--- src/rtl/uart_fifo_core.sv ---
// uart_fifo_core: full-duplex UART with shared baud tick, TX/RX FIFOs and
// sticky error flags. Define UART_PARITY_EN to add an even parity bit to
// every frame and the rx_parity_err output.
module uart_fifo_core #(
  parameter int CLK_HZ     = 100000000,
  parameter int BAUD       = 9600,
  parameter int OVERSAMPLE = 16,
  parameter int DATA_BITS  = 8,
  parameter int FIFO_DEPTH = 4
) (
  input  logic                 clk,
  input  logic                 reset,
  input  logic                 rx,
  output logic                 tx,
  input  logic [DATA_BITS-1:0] tx_data,
  input  logic                 tx_wr,
  output logic                 tx_full,
  output logic                 tx_busy,
  output logic [DATA_BITS-1:0] rx_data,
  input  logic                 rx_rd,
  output logic                 rx_empty,
  output logic                 rx_overrun,
  output logic                 rx_frame_err,
`ifdef UART_PARITY_EN
  output logic                 rx_parity_err,
`endif
  input  logic                 err_clr
);

  localparam longint BAUD_OS = longint'(BAUD) * longint'(OVERSAMPLE);
  localparam longint DIV_RAW = (longint'(CLK_HZ) + BAUD_OS / 64'sd2) / BAUD_OS;
  localparam int DIV   = (DIV_RAW < 64'sd1) ? 32'sd1 : int'(DIV_RAW);
  localparam int DIV_W = (DIV > 1) ? $clog2(DIV) : 1;
  localparam int OS_W  = $clog2(OVERSAMPLE);
  localparam int BIT_W = $clog2(DATA_BITS);
  localparam int AW    = $clog2(FIFO_DEPTH);
  localparam int PW    = AW + 1;

  localparam logic [2:0] S_IDLE   = 3'd0;
  localparam logic [2:0] S_START  = 3'd1;
  localparam logic [2:0] S_DATA   = 3'd2;
  localparam logic [2:0] S_PARITY = 3'd3;
  localparam logic [2:0] S_STOP   = 3'd4;
  localparam logic [2:0] S_WAIT   = 3'd5;

`ifdef UART_PARITY_EN
  // Even parity: the parity bit makes the total count of ones even.
  function automatic logic even_parity(input logic [DATA_BITS-1:0] d);
    return ^d;
  endfunction
`endif

  // ---------------- baud tick ----------------
  logic [DIV_W-1:0] baud_cnt_r;
  logic             tick_s;
  assign tick_s = (baud_cnt_r == DIV_W'(DIV - 1));

  // Free-running divider producing a one-cycle tick every DIV clocks.
  always_ff @(posedge clk) begin
    if (reset || tick_s) baud_cnt_r <= {DIV_W{1'b0}};
    else                 baud_cnt_r <= baud_cnt_r + DIV_W'(1);
  end

  // ---------------- TX FIFO ----------------
  logic [DATA_BITS-1:0] tx_mem_r [FIFO_DEPTH];
  logic [PW-1:0]        tx_wp_r, tx_rp_r;
  logic                 tx_empty_s, tx_push_s, tx_pop_s;
  logic [DATA_BITS-1:0] tx_head_s;

  assign tx_empty_s = (tx_wp_r == tx_rp_r);
  assign tx_full    = (tx_wp_r[AW] != tx_rp_r[AW]) && (tx_wp_r[AW-1:0] == tx_rp_r[AW-1:0]);
  assign tx_push_s  = tx_wr && !tx_full;
  assign tx_head_s  = tx_mem_r[tx_rp_r[AW-1:0]];

  // TX FIFO storage write; contents need no reset since pointers gate them.
  always_ff @(posedge clk) begin
    if (tx_push_s) tx_mem_r[tx_wp_r[AW-1:0]] <= tx_data;
  end

  // TX FIFO pointers; reset flushes the queue.
  always_ff @(posedge clk) begin
    if (reset) begin
      tx_wp_r <= {PW{1'b0}};
      tx_rp_r <= {PW{1'b0}};
    end else begin
      if (tx_push_s) tx_wp_r <= tx_wp_r + PW'(1);
      if (tx_pop_s)  tx_rp_r <= tx_rp_r + PW'(1);
    end
  end

  // ---------------- TX engine ----------------
  logic [2:0]           tx_state_r;
  logic [OS_W-1:0]      tx_os_r;
  logic [BIT_W-1:0]     tx_bit_r;
  logic [DATA_BITS-1:0] tx_shift_r;
  logic                 tx_r;
  logic                 tx_bit_end_s;
`ifdef UART_PARITY_EN
  logic                 tx_par_r;
`endif

  assign tx_bit_end_s = tick_s && (tx_os_r == OS_W'(OVERSAMPLE - 1));
  assign tx      = tx_r;
  assign tx_busy = !tx_empty_s || (tx_state_r != S_IDLE);

  // Engine takes the FIFO head when idle on a tick, or straight out of STOP
  // so queued frames go out back-to-back.
  always_comb begin
    tx_pop_s = 1'b0;
    case (tx_state_r)
      S_IDLE:  tx_pop_s = tick_s && !tx_empty_s;
      S_STOP:  tx_pop_s = tx_bit_end_s && !tx_empty_s;
      default: tx_pop_s = 1'b0;
    endcase
  end

  // TX frame sequencer; tx_r is registered so the pin never glitches.
  always_ff @(posedge clk) begin
    if (reset) begin
      tx_state_r <= S_IDLE;
      tx_os_r    <= {OS_W{1'b0}};
      tx_bit_r   <= {BIT_W{1'b0}};
      tx_shift_r <= {DATA_BITS{1'b0}};
      tx_r       <= 1'b1;
`ifdef UART_PARITY_EN
      tx_par_r   <= 1'b0;
`endif
    end else begin
      case (tx_state_r)
        S_IDLE: begin
          tx_r <= 1'b1;
          if (tx_pop_s) begin
            tx_shift_r <= tx_head_s;
`ifdef UART_PARITY_EN
            tx_par_r   <= even_parity(tx_head_s);
`endif
            tx_os_r    <= {OS_W{1'b0}};
            tx_r       <= 1'b0;
            tx_state_r <= S_START;
          end
        end
        S_START: begin
          if (tx_bit_end_s) begin
            tx_os_r    <= {OS_W{1'b0}};
            tx_bit_r   <= {BIT_W{1'b0}};
            tx_r       <= tx_shift_r[0];
            tx_state_r <= S_DATA;
          end else if (tick_s) tx_os_r <= tx_os_r + OS_W'(1);
        end
        S_DATA: begin
          if (tx_bit_end_s) begin
            tx_os_r <= {OS_W{1'b0}};
            if (tx_bit_r == BIT_W'(DATA_BITS - 1)) begin
`ifdef UART_PARITY_EN
              tx_r       <= tx_par_r;
              tx_state_r <= S_PARITY;
`else
              tx_r       <= 1'b1;
              tx_state_r <= S_STOP;
`endif
            end else begin
              tx_bit_r   <= tx_bit_r + BIT_W'(1);
              tx_shift_r <= tx_shift_r >> 1;
              tx_r       <= tx_shift_r[1];
            end
          end else if (tick_s) tx_os_r <= tx_os_r + OS_W'(1);
        end
`ifdef UART_PARITY_EN
        S_PARITY: begin
          if (tx_bit_end_s) begin
            tx_os_r    <= {OS_W{1'b0}};
            tx_r       <= 1'b1;
            tx_state_r <= S_STOP;
          end else if (tick_s) tx_os_r <= tx_os_r + OS_W'(1);
        end
`endif
        S_STOP: begin
          if (tx_bit_end_s) begin
            tx_os_r <= {OS_W{1'b0}};
            if (tx_pop_s) begin
              tx_shift_r <= tx_head_s;
`ifdef UART_PARITY_EN
              tx_par_r   <= even_parity(tx_head_s);
`endif
              tx_r       <= 1'b0;
              tx_state_r <= S_START;
            end else begin
              tx_state_r <= S_IDLE;
            end
          end else if (tick_s) tx_os_r <= tx_os_r + OS_W'(1);
        end
        default: begin
          tx_r       <= 1'b1;
          tx_state_r <= S_IDLE;
        end
      endcase
    end
  end

  // ---------------- RX front end ----------------
  logic rx_meta_r, rx_sync_r, rx_prev_r;

  // Two-flop synchroniser plus one delayed copy for falling-edge detection.
  always_ff @(posedge clk) begin
    if (reset) begin
      rx_meta_r <= 1'b1;
      rx_sync_r <= 1'b1;
      rx_prev_r <= 1'b1;
    end else begin
      rx_meta_r <= rx;
      rx_sync_r <= rx_meta_r;
      rx_prev_r <= rx_sync_r;
    end
  end

  // ---------------- RX FIFO ----------------
  logic [DATA_BITS-1:0] rx_mem_r [FIFO_DEPTH];
  logic [PW-1:0]        rx_wp_r, rx_rp_r;
  logic                 rx_full_s, rx_pop_s, rx_push_s;

  assign rx_empty  = (rx_wp_r == rx_rp_r);
  assign rx_full_s = (rx_wp_r[AW] != rx_rp_r[AW]) && (rx_wp_r[AW-1:0] == rx_rp_r[AW-1:0]);
  assign rx_pop_s  = rx_rd && !rx_empty;
  assign rx_data   = rx_empty ? {DATA_BITS{1'b0}} : rx_mem_r[rx_rp_r[AW-1:0]];

  // ---------------- RX engine ----------------
  logic [2:0]           rx_state_r;
  logic [OS_W-1:0]      rx_os_r;
  logic [BIT_W-1:0]     rx_bit_r;
  logic [DATA_BITS-1:0] rx_shift_r;
  logic                 rx_half_s, rx_bit_end_s;
  logic                 rx_ovr_set_s, rx_frm_set_s, rx_par_bad_s;
  logic                 rx_overrun_r, rx_frame_err_r;
`ifdef UART_PARITY_EN
  logic                 rx_par_r, rx_par_set_s, rx_parity_err_r;
`endif

  assign rx_half_s    = tick_s && (rx_os_r == OS_W'(OVERSAMPLE / 2 - 1));
  assign rx_bit_end_s = tick_s && (rx_os_r == OS_W'(OVERSAMPLE - 1));

  // Stop-bit verdict: push the byte or raise the matching error.
  always_comb begin
    rx_push_s    = 1'b0;
    rx_ovr_set_s = 1'b0;
    rx_frm_set_s = 1'b0;
`ifdef UART_PARITY_EN
    rx_par_set_s = 1'b0;
    rx_par_bad_s = (rx_par_r != even_parity(rx_shift_r));
`else
    rx_par_bad_s = 1'b0;
`endif
    if (rx_state_r == S_STOP && rx_bit_end_s) begin
      if (!rx_sync_r) begin
        rx_frm_set_s = 1'b1;
`ifdef UART_PARITY_EN
        rx_par_set_s = rx_par_bad_s;
`endif
      end else if (rx_par_bad_s) begin
`ifdef UART_PARITY_EN
        rx_par_set_s = 1'b1;
`endif
      end else if (rx_full_s) begin
        rx_ovr_set_s = 1'b1;
      end else begin
        rx_push_s = 1'b1;
      end
    end else begin
      rx_push_s = 1'b0;
    end
  end

  // RX FIFO storage write.
  always_ff @(posedge clk) begin
    if (rx_push_s) rx_mem_r[rx_wp_r[AW-1:0]] <= rx_shift_r;
  end

  // RX FIFO pointers; simultaneous push and pop leave the count unchanged.
  always_ff @(posedge clk) begin
    if (reset) begin
      rx_wp_r <= {PW{1'b0}};
      rx_rp_r <= {PW{1'b0}};
    end else begin
      if (rx_push_s) rx_wp_r <= rx_wp_r + PW'(1);
      if (rx_pop_s)  rx_rp_r <= rx_rp_r + PW'(1);
    end
  end

  // RX frame sequencer: glitch-filtered start, mid-bit sampling LSB first.
  always_ff @(posedge clk) begin
    if (reset) begin
      rx_state_r <= S_IDLE;
      rx_os_r    <= {OS_W{1'b0}};
      rx_bit_r   <= {BIT_W{1'b0}};
      rx_shift_r <= {DATA_BITS{1'b0}};
`ifdef UART_PARITY_EN
      rx_par_r   <= 1'b0;
`endif
    end else begin
      case (rx_state_r)
        S_IDLE: begin
          if (rx_prev_r && !rx_sync_r) begin
            rx_os_r    <= {OS_W{1'b0}};
            rx_state_r <= S_START;
          end
        end
        S_START: begin
          if (rx_half_s) begin
            rx_os_r  <= {OS_W{1'b0}};
            rx_bit_r <= {BIT_W{1'b0}};
            rx_state_r <= rx_sync_r ? S_IDLE : S_DATA;
          end else if (tick_s) rx_os_r <= rx_os_r + OS_W'(1);
        end
        S_DATA: begin
          if (rx_bit_end_s) begin
            rx_os_r    <= {OS_W{1'b0}};
            rx_shift_r <= {rx_sync_r, rx_shift_r[DATA_BITS-1:1]};
            if (rx_bit_r == BIT_W'(DATA_BITS - 1)) begin
`ifdef UART_PARITY_EN
              rx_state_r <= S_PARITY;
`else
              rx_state_r <= S_STOP;
`endif
            end else begin
              rx_bit_r <= rx_bit_r + BIT_W'(1);
            end
          end else if (tick_s) rx_os_r <= rx_os_r + OS_W'(1);
        end
`ifdef UART_PARITY_EN
        S_PARITY: begin
          if (rx_bit_end_s) begin
            rx_os_r    <= {OS_W{1'b0}};
            rx_par_r   <= rx_sync_r;
            rx_state_r <= S_STOP;
          end else if (tick_s) rx_os_r <= rx_os_r + OS_W'(1);
        end
`endif
        S_STOP: begin
          if (rx_bit_end_s) begin
            rx_os_r    <= {OS_W{1'b0}};
            rx_state_r <= rx_sync_r ? S_IDLE : S_WAIT;
          end else if (tick_s) rx_os_r <= rx_os_r + OS_W'(1);
        end
        S_WAIT: begin
          if (rx_sync_r) rx_state_r <= S_IDLE;
        end
        default: rx_state_r <= S_IDLE;
      endcase
    end
  end

  // Sticky error flags; a new error wins over a same-cycle clear.
  always_ff @(posedge clk) begin
    if (reset) begin
      rx_overrun_r    <= 1'b0;
      rx_frame_err_r  <= 1'b0;
`ifdef UART_PARITY_EN
      rx_parity_err_r <= 1'b0;
`endif
    end else begin
      rx_overrun_r    <= (rx_overrun_r & ~err_clr) | rx_ovr_set_s;
      rx_frame_err_r  <= (rx_frame_err_r & ~err_clr) | rx_frm_set_s;
`ifdef UART_PARITY_EN
      rx_parity_err_r <= (rx_parity_err_r & ~err_clr) | rx_par_set_s;
`endif
    end
  end

  assign rx_overrun   = rx_overrun_r;
  assign rx_frame_err = rx_frame_err_r;
`ifdef UART_PARITY_EN
  assign rx_parity_err = rx_parity_err_r;
`endif

endmodule

--- config.mk ---
export PLATFORM = sky130hd
export DESIGN_NAME = uart_fifo_core
export DESIGN_NICKNAME = d
export VERILOG_FILES = /design/src/rtl/uart_fifo_core.sv
export SDC_FILE = /design/constraint.sdc
export NUM_CORES = 1
export LEC_CHECK = 0
export ABC_AREA = 0
export BUFFER_PORTS_ARGS = -buffer_cell sky130_fd_sc_hd__buf_2
export CORE_MARGIN = 2
export CORE_UTILIZATION = 65
export DETAILED_ROUTE_END_ITERATION = 16
export PLACE_DENSITY = 0.95
export RECOVER_POWER = 50
export SLEW_MARGIN = 20
export SYNTH_ARGS = -nofsm -noshare
export SYNTH_HDL_FRONTEND = slang
export SYNTH_SLANG_ARGS = --single-unit
--- constraint.sdc ---
create_clock -name clk -period 3.55 [get_ports clk]
set_input_delay 0.1775 -clock clk [delete_from_list [all_inputs] [get_ports clk]]
set_output_delay 0.1775 -clock clk [all_outputs]
set_load 0.05 [all_outputs]
# ---- Word level (Yosys, flattened, before mapping)
# Memory sizes are Yosys's and may differ from the RTL's. A register that Yosys moved wholly into a read port is not among the register bits.
# Cells that the tools add are included.
# W data, S select, Z words.
dict set report totals {
  reg_bits 64
  ram_bits 64
  output_inout_bits 14
  word_cells 168
  n_memories 2
}
dict set report op_classes {
  addsub 9
  eq_ne 34
  muxes 63
  n_bitwise 5
  reduce_logical 36
}
# name depth width rd rd_ports_with_merged_regs wr line_no
set mem_list {}
lappend mem_list {rx_mem_r 4 8 1 1 1 217} ;# logic [DATA_BITS-1:0] rx_mem_r [FIFO_DEPTH];
lappend mem_list {tx_mem_r 4 8 1 1 1 65} ;# logic [DATA_BITS-1:0] tx_mem_r [FIFO_DEPTH];
# operator n
set ops {}
lappend ops {{$mux W3} 18}
lappend ops {{$mux W8} 5}
lappend ops {{$mux W4} 7}
lappend ops {{$ne A2 B2 Y1 const B} 14}
lappend ops {{$pmux W8 S3} 1}
lappend ops {{$mux W1} 19}
lappend ops {{$add A3 B1 Y3 const B} 6}
lappend ops {{$reduce_and A4 Y1} 4}
lappend ops {{$eq A3 B3 Y1 const B} 5}
lappend ops {{$pmux W3 S5} 1}
lappend ops {{$pmux W3 S2} 2}
lappend ops {{$pmux W3 S4} 1}
lappend ops {{$pmux W4 S3} 1}
lappend ops {{$logic_and A1 B1 Y1} 11}
lappend ops {{$add A10 B1 Y10 const B} 1}
lappend ops {{$eq A10 B10 Y1 const B} 1}
lappend ops {{$mux W2} 5}
lappend ops {{$reduce_bool A3 Y1} 3}
lappend ops {{$add A4 B1 Y4 const B} 2}
lappend ops {{$eq A4 B4 Y1 const B} 2}
lappend ops {{$pmux W4 S2} 1}
lappend ops {{$eq A3 B1 Y1 const B} 2}
lappend ops {{$eq A3 B2 Y1 const B} 2}
lappend ops {{$eq A3 B3 Y1} 2}
lappend ops {{19 further kinds} 31}

# ---- Longest topological paths before layout
dict set report logic_depth {
  depth_word 7
  ltp_mapped 8
}

# ---- Worst setup path after synthesis
# Ideal clock, no wire load.
dict set report synth_timing {
  path_kind {register to register}
  from {register baud_cnt_r[0]}
  to {memory rx_mem_r[1][0], enable pin}
  setup_ps 332
  t_arrival_ps 1914
  required_ps 3218
  slack_ps 1305
  path_stages_with_launch 8
  n_path_buf 1
  period_less_slack_ps 2245
  cell_sequence {dfxtp_1 -> inv_1 -> ha_1 -> or3b_4 -> nor4_2 -> and3_1 -> clkbuf_1 -> and2_1}
}
dict set report synth_via {
  elab_chain_cells 6
}
# item line_no
set synth_rtl {}
lappend synth_rtl {{start, declared} 54} ;# logic [DIV_W-1:0] baud_cnt_r;
lappend synth_rtl {{start signal, assigned} 60} ;# if (reset || tick_s) baud_cnt_r <= {DIV_W{1'b0}};
lappend synth_rtl {{start signal, assigned} 61} ;# else baud_cnt_r <= baud_cnt_r + DIV_W'(1);
lappend synth_rtl {{$eq A10 B10 Y1} 56} ;# assign tick_s = (baud_cnt_r == DIV_W'(DIV - 1));
lappend synth_rtl {{$logic_and A1 B1 Y1} 239} ;# assign rx_bit_end_s = tick_s && (rx_os_r == OS_W'(OVERSAMPLE - 1));
lappend synth_rtl {{$logic_and A1 B1 Y1} 252} ;# if (rx_state_r == S_STOP && rx_bit_end_s) begin
lappend synth_rtl {{$mux W1} 252}
lappend synth_rtl {{$mux W1} 274} ;# if (rx_push_s) rx_mem_r[rx_wp_r[AW-1:0]] <= rx_shift_r;
lappend synth_rtl {{$mux W1 (implied by the code)} 274}
lappend synth_rtl {{end, declared} 217}
# No other way between the ends.

# ---- Final worst setup path
dict set report layout_timing {
  from {register baud_cnt_r[0]}
  to {memory rx_mem_r[0][3], enable pin}
}
# The elaborated chain is that of the path after synthesis.

==> summary.txt <==
Placed design
  • Detailed Place HPWL: 7000 microns
  • GP Congestion: 0.930
  • Setup WS pre-CTS: 818 ps
  • Area post-placement: 5900 sq um
  • Buffers on Ports: 27

Yosys
  • Post-synthesis instance total: 472
  • FF+latch count, synth: 132
  • Post-synth EDFFs: 64
  • Simple-gate area share of the yosys netlist: 15.3%
  • Largest family of logic cells by synthesized area: simple AND/OR/NAND/NOR gates
  • Sequential area share after synthesis: 57.4%
  • Mux contribution to synthesized area: 9.63%
  • Compound-gate portion of the synthesized area: 6.81%
  • Synth Area in XOR/XNOR: 3.98%
  • Adder-Cell Fraction of Synth Area: 4.11%
  • Share of flip-flops with an asynchronous set or reset: 0%
  • Post-synth top flop: dfxtp_1
  • Cell Area, Synth: 5720 sq um
  • Cell variety after synth: 55
  • Syn Area/Cell: 12.1 sq um
  • Synthesized Nets: 504
  • Synthesis Warnings: 0

Setup path
  • Critical Path Start: baud_cnt_r[0]
  • Endpoint class of the critical path: register
  • Setup slack, reg-to-reg: 610 ps
  • Critical R2R Launch: baud_cnt_r[0]
  • Worst Setup EP: rx_mem_r[0][3]
  • Crit-path max FO: 8
  • Worst EP arrival: 3110 ps
  • R2R Path End: rx_mem_r[0][3]
  • Reg2Reg Depth: 6
  • WP data required: 3720 ps
  • Setup crit start kind: register
  • Critical path type: reg -> reg

Clock tree
  • Worst skew pair latency: 520 ps
  • Post-CTS Setup Repair Bufs: 0
  • Depth of the CTS H-tree: 4
  • Post-CTS Hold Buffers: 10
  • Root Driver: clkbuf_8
  • Reg clk slew, reported paths: 60 ps
  • Num CTS Buffers: 17
  • Post-CTS sizing: 0
  • Clk buf depth: 2
  • # clock sinks: 132
  • TritonCTS clock tree: built

Die
  • Io pins: 28
  • Die width: 97.8 microns
  • Site Rows: 34
  • Initial Util: 66.2%
  • Die area: 9560 sq um
  • Die H: 97.8 microns
  • Core ar.: 8640 sq um

Global route
  • First-pass GRT wire length: 19,400 microns
  • M2 GR Usage: 46.0%
  • GRT Max-Usage Layer: met2
  • Total grt overflow: 0
  • Met3 Use GR: 6.94%
  • Vias in the first global route: 3,991
  • Largest net degree at the start of global routing: 67
  • Number of antenna violations at the first check in global routing: 0
  • Total GRT Usage: 25.7%
  • Routing usage on met1: 29.3%

Final layout
  • Synthesis-to-finish area growth: 14.3%
  • Final Cell Area: 6540 sq um
  • Share of layout cells above drive strength 1: 14.5%
  • Nets: 537
  • Fill cell count: 506
  • Antenna Cells: 0

STA
  • Final cycle utilization of the critical path: 82.8%
  • Final min period: 2940 ps
  • Endpoints failing setup: 0
  • Worst Hold Slack: 61.1 ps
  • Final Hold Vio Count: 0
  • Final setup margin: 610 ps
  • Fmax: 340 MHz
  • RSZ-0062 raised after global routing: false
  • Actual slew at the worst max-slew pin: 1210 ps
  • Setup_tns: 0 ps
  • Final setup skew: 8.70 ps
  • Slew headroom: 19.4%
  • Slew Viols, Final: 0

Routing
  • DR pass1 iterations: 5
  • Drt first-iter violations: 244
  • Post-Route WL: 11,300 microns
  • DRC violations left: 0
  • Post-DRT Antenna Nets: 0
  • Vias per cell: 6.12
  • Routed vias: 3,831
  • Routed len/inst: 18.1 microns

Pwr
  • Static leakage: 2.26 nW
  • IR drop worst, VDD: 0.446 mV
  • Overall power: 3.37 mW
  • Power Dens Cells: 516 nW/um^2

Outcome
  • Outcome: complete, no violations

Run
  • Max Cap Viol: 0

Min path
  • Hold Path Class: in -> reg
-- synthesized netlist by cell type, types with 2 or more instances --
library cell | count | share of area [%]
a2111oi_0 | 2 | 0.31
a21oi_1 | 25 | 2.2
a22oi_1 | 2 | 0.26
a31oi_1 | 5 | 0.55
and2_1 | 7 | 0.77
and3_1 | 5 | 0.55
buf_1 | 2 | 0.13
buf_2 | 7 | 0.61
clkbuf_1 | 15 | 0.98
dfxtp_1 | 68 | 24
edfxtp_1 | 64 | 34
ha_1 | 18 | 3.9
inv_1 | 12 | 0.79
mux2i_1 | 19 | 3.3
mux4_2 | 16 | 6.3
nand2_1 | 18 | 1.2
nand2b_1 | 8 | 0.88
nand3_1 | 13 | 1.1
nand3b_1 | 3 | 0.39
nand4_1 | 9 | 0.98
nand4b_1 | 2 | 0.31
nand4bb_1 | 2 | 0.39
nor2_1 | 43 | 2.8
nor2b_1 | 8 | 0.88
nor3_1 | 11 | 0.96
nor3b_1 | 2 | 0.26
o21ai_0 | 15 | 1.3
o21bai_1 | 2 | 0.26
or2_2 | 5 | 0.55
or3_1 | 13 | 1.4
or3b_2 | 2 | 0.31
or4_1 | 2 | 0.26
xnor2_1 | 14 | 2.1
xor2_1 | 12 | 1.8
-- cell type report --
type	instances	area (sq um)	area share (%)
flip-flops and latches	132	3280	50.2
multi-input cells	303	2280	34.8
clock buffers	17	414	6.34
repair buffers	39	236	3.62
clock inverters	15	145	2.22
well taps	108	135	2.07
inverters	12	45.0	0.689
-- stage by stage --
stage	std cells	util [%]
floorplan	472	-
global placement	584	68.3
detailed placement	584	68.3
CTS	626	75.9
global route	626	75.7
finish	626	75.7
-- worst min path at each step --
| stage | start | end | slack (ps) | cells past startpoint |
|---|---|---|---|---|
| after global routing | rx_rd | rx_rp_r[2] | 110 | 4 |
| after detailed placement | rx | rx_meta_r | 370 | 2 |
| after CTS | rx_rd | rx_rp_r[2] | 60 | 4 |
| final | rx_rd | rx_rp_r[2] | 60 | 4 |
| after floorplan | tx_data[0] | tx_mem_r[0][0] | 280 | 0 |
| after global placement | rx | rx_meta_r | 360 | 2 |
-- cell families (layout without fill, tap and decap cells) --
| group | after synthesis | after routing |
|---|---|---|
| and+or+nand+nor | 159 | 159 |
| muxes | 35 | 35 |
| DFF | 132 | 132 |
| buffers and inverters | 37 | 83 |
| adders and majority gates | 19 | 19 |
| AOI/OAI and AO/OA | 64 | 64 |
| xor gates and xnor gates | 26 | 26 |
-- power breakdown --
group          internal (mW)  switching (mW)
Combinational         0.0400          0.0663
Sequential              1.62          0.0134
Clock                  0.946           0.689
-- layout by cell type, fill, tap and decap left out, types with 9 or more instances in the layout --
cell           instances
o21ai_0               15
a21oi_1               25
xnor2_1               14
mux2i_1               19
dfxtp_1               68
clkbuf_16             16
nor3_1                11
edfxtp_1              64
nand4_1                9
or3_1                 13
inv_1                 12
mux4_2                16
buf_2                 13
nand2_1               18
xor2_1                12
ha_1                  18
nor2_1                43
nand3_1               13
dlygate4sd3_1         10
clkbuf_1              13
-- worst max-delay path: stages, from the launching register on --
cell,delay (ps)
dfxtp_1,350
inv_1,70
ha_1,140
or3b_1,430
nor4_1,770
and3_1,400
and2_1,430
-- sequential cells by signal, indices dropped and copies added (netlist names), 3 cells and up, named ones only --
name	cells
tx_rp_r	3
tx_bit_r	3
tx_os_r	4
rx_state_r	3
rx_rp_r	3
rx_shift_r	8
baud_cnt_r	10
tx_wp_r	3
rx_os_r	4
tx_mem_r	32
tx_shift_r	8
rx_mem_r	32
rx_wp_r	3
tx_state_r	3
rx_bit_r	3
-- layer usage --
metal | wire length, microns | part of all wire (%)
met3 | 527 | 4.6
met5 | 0 | 0
met1 | 4480 | 40
met4 | 293 | 2.6
met2 | 6040 | 53
Note: power is estimated with default switching activity, not from simulation.
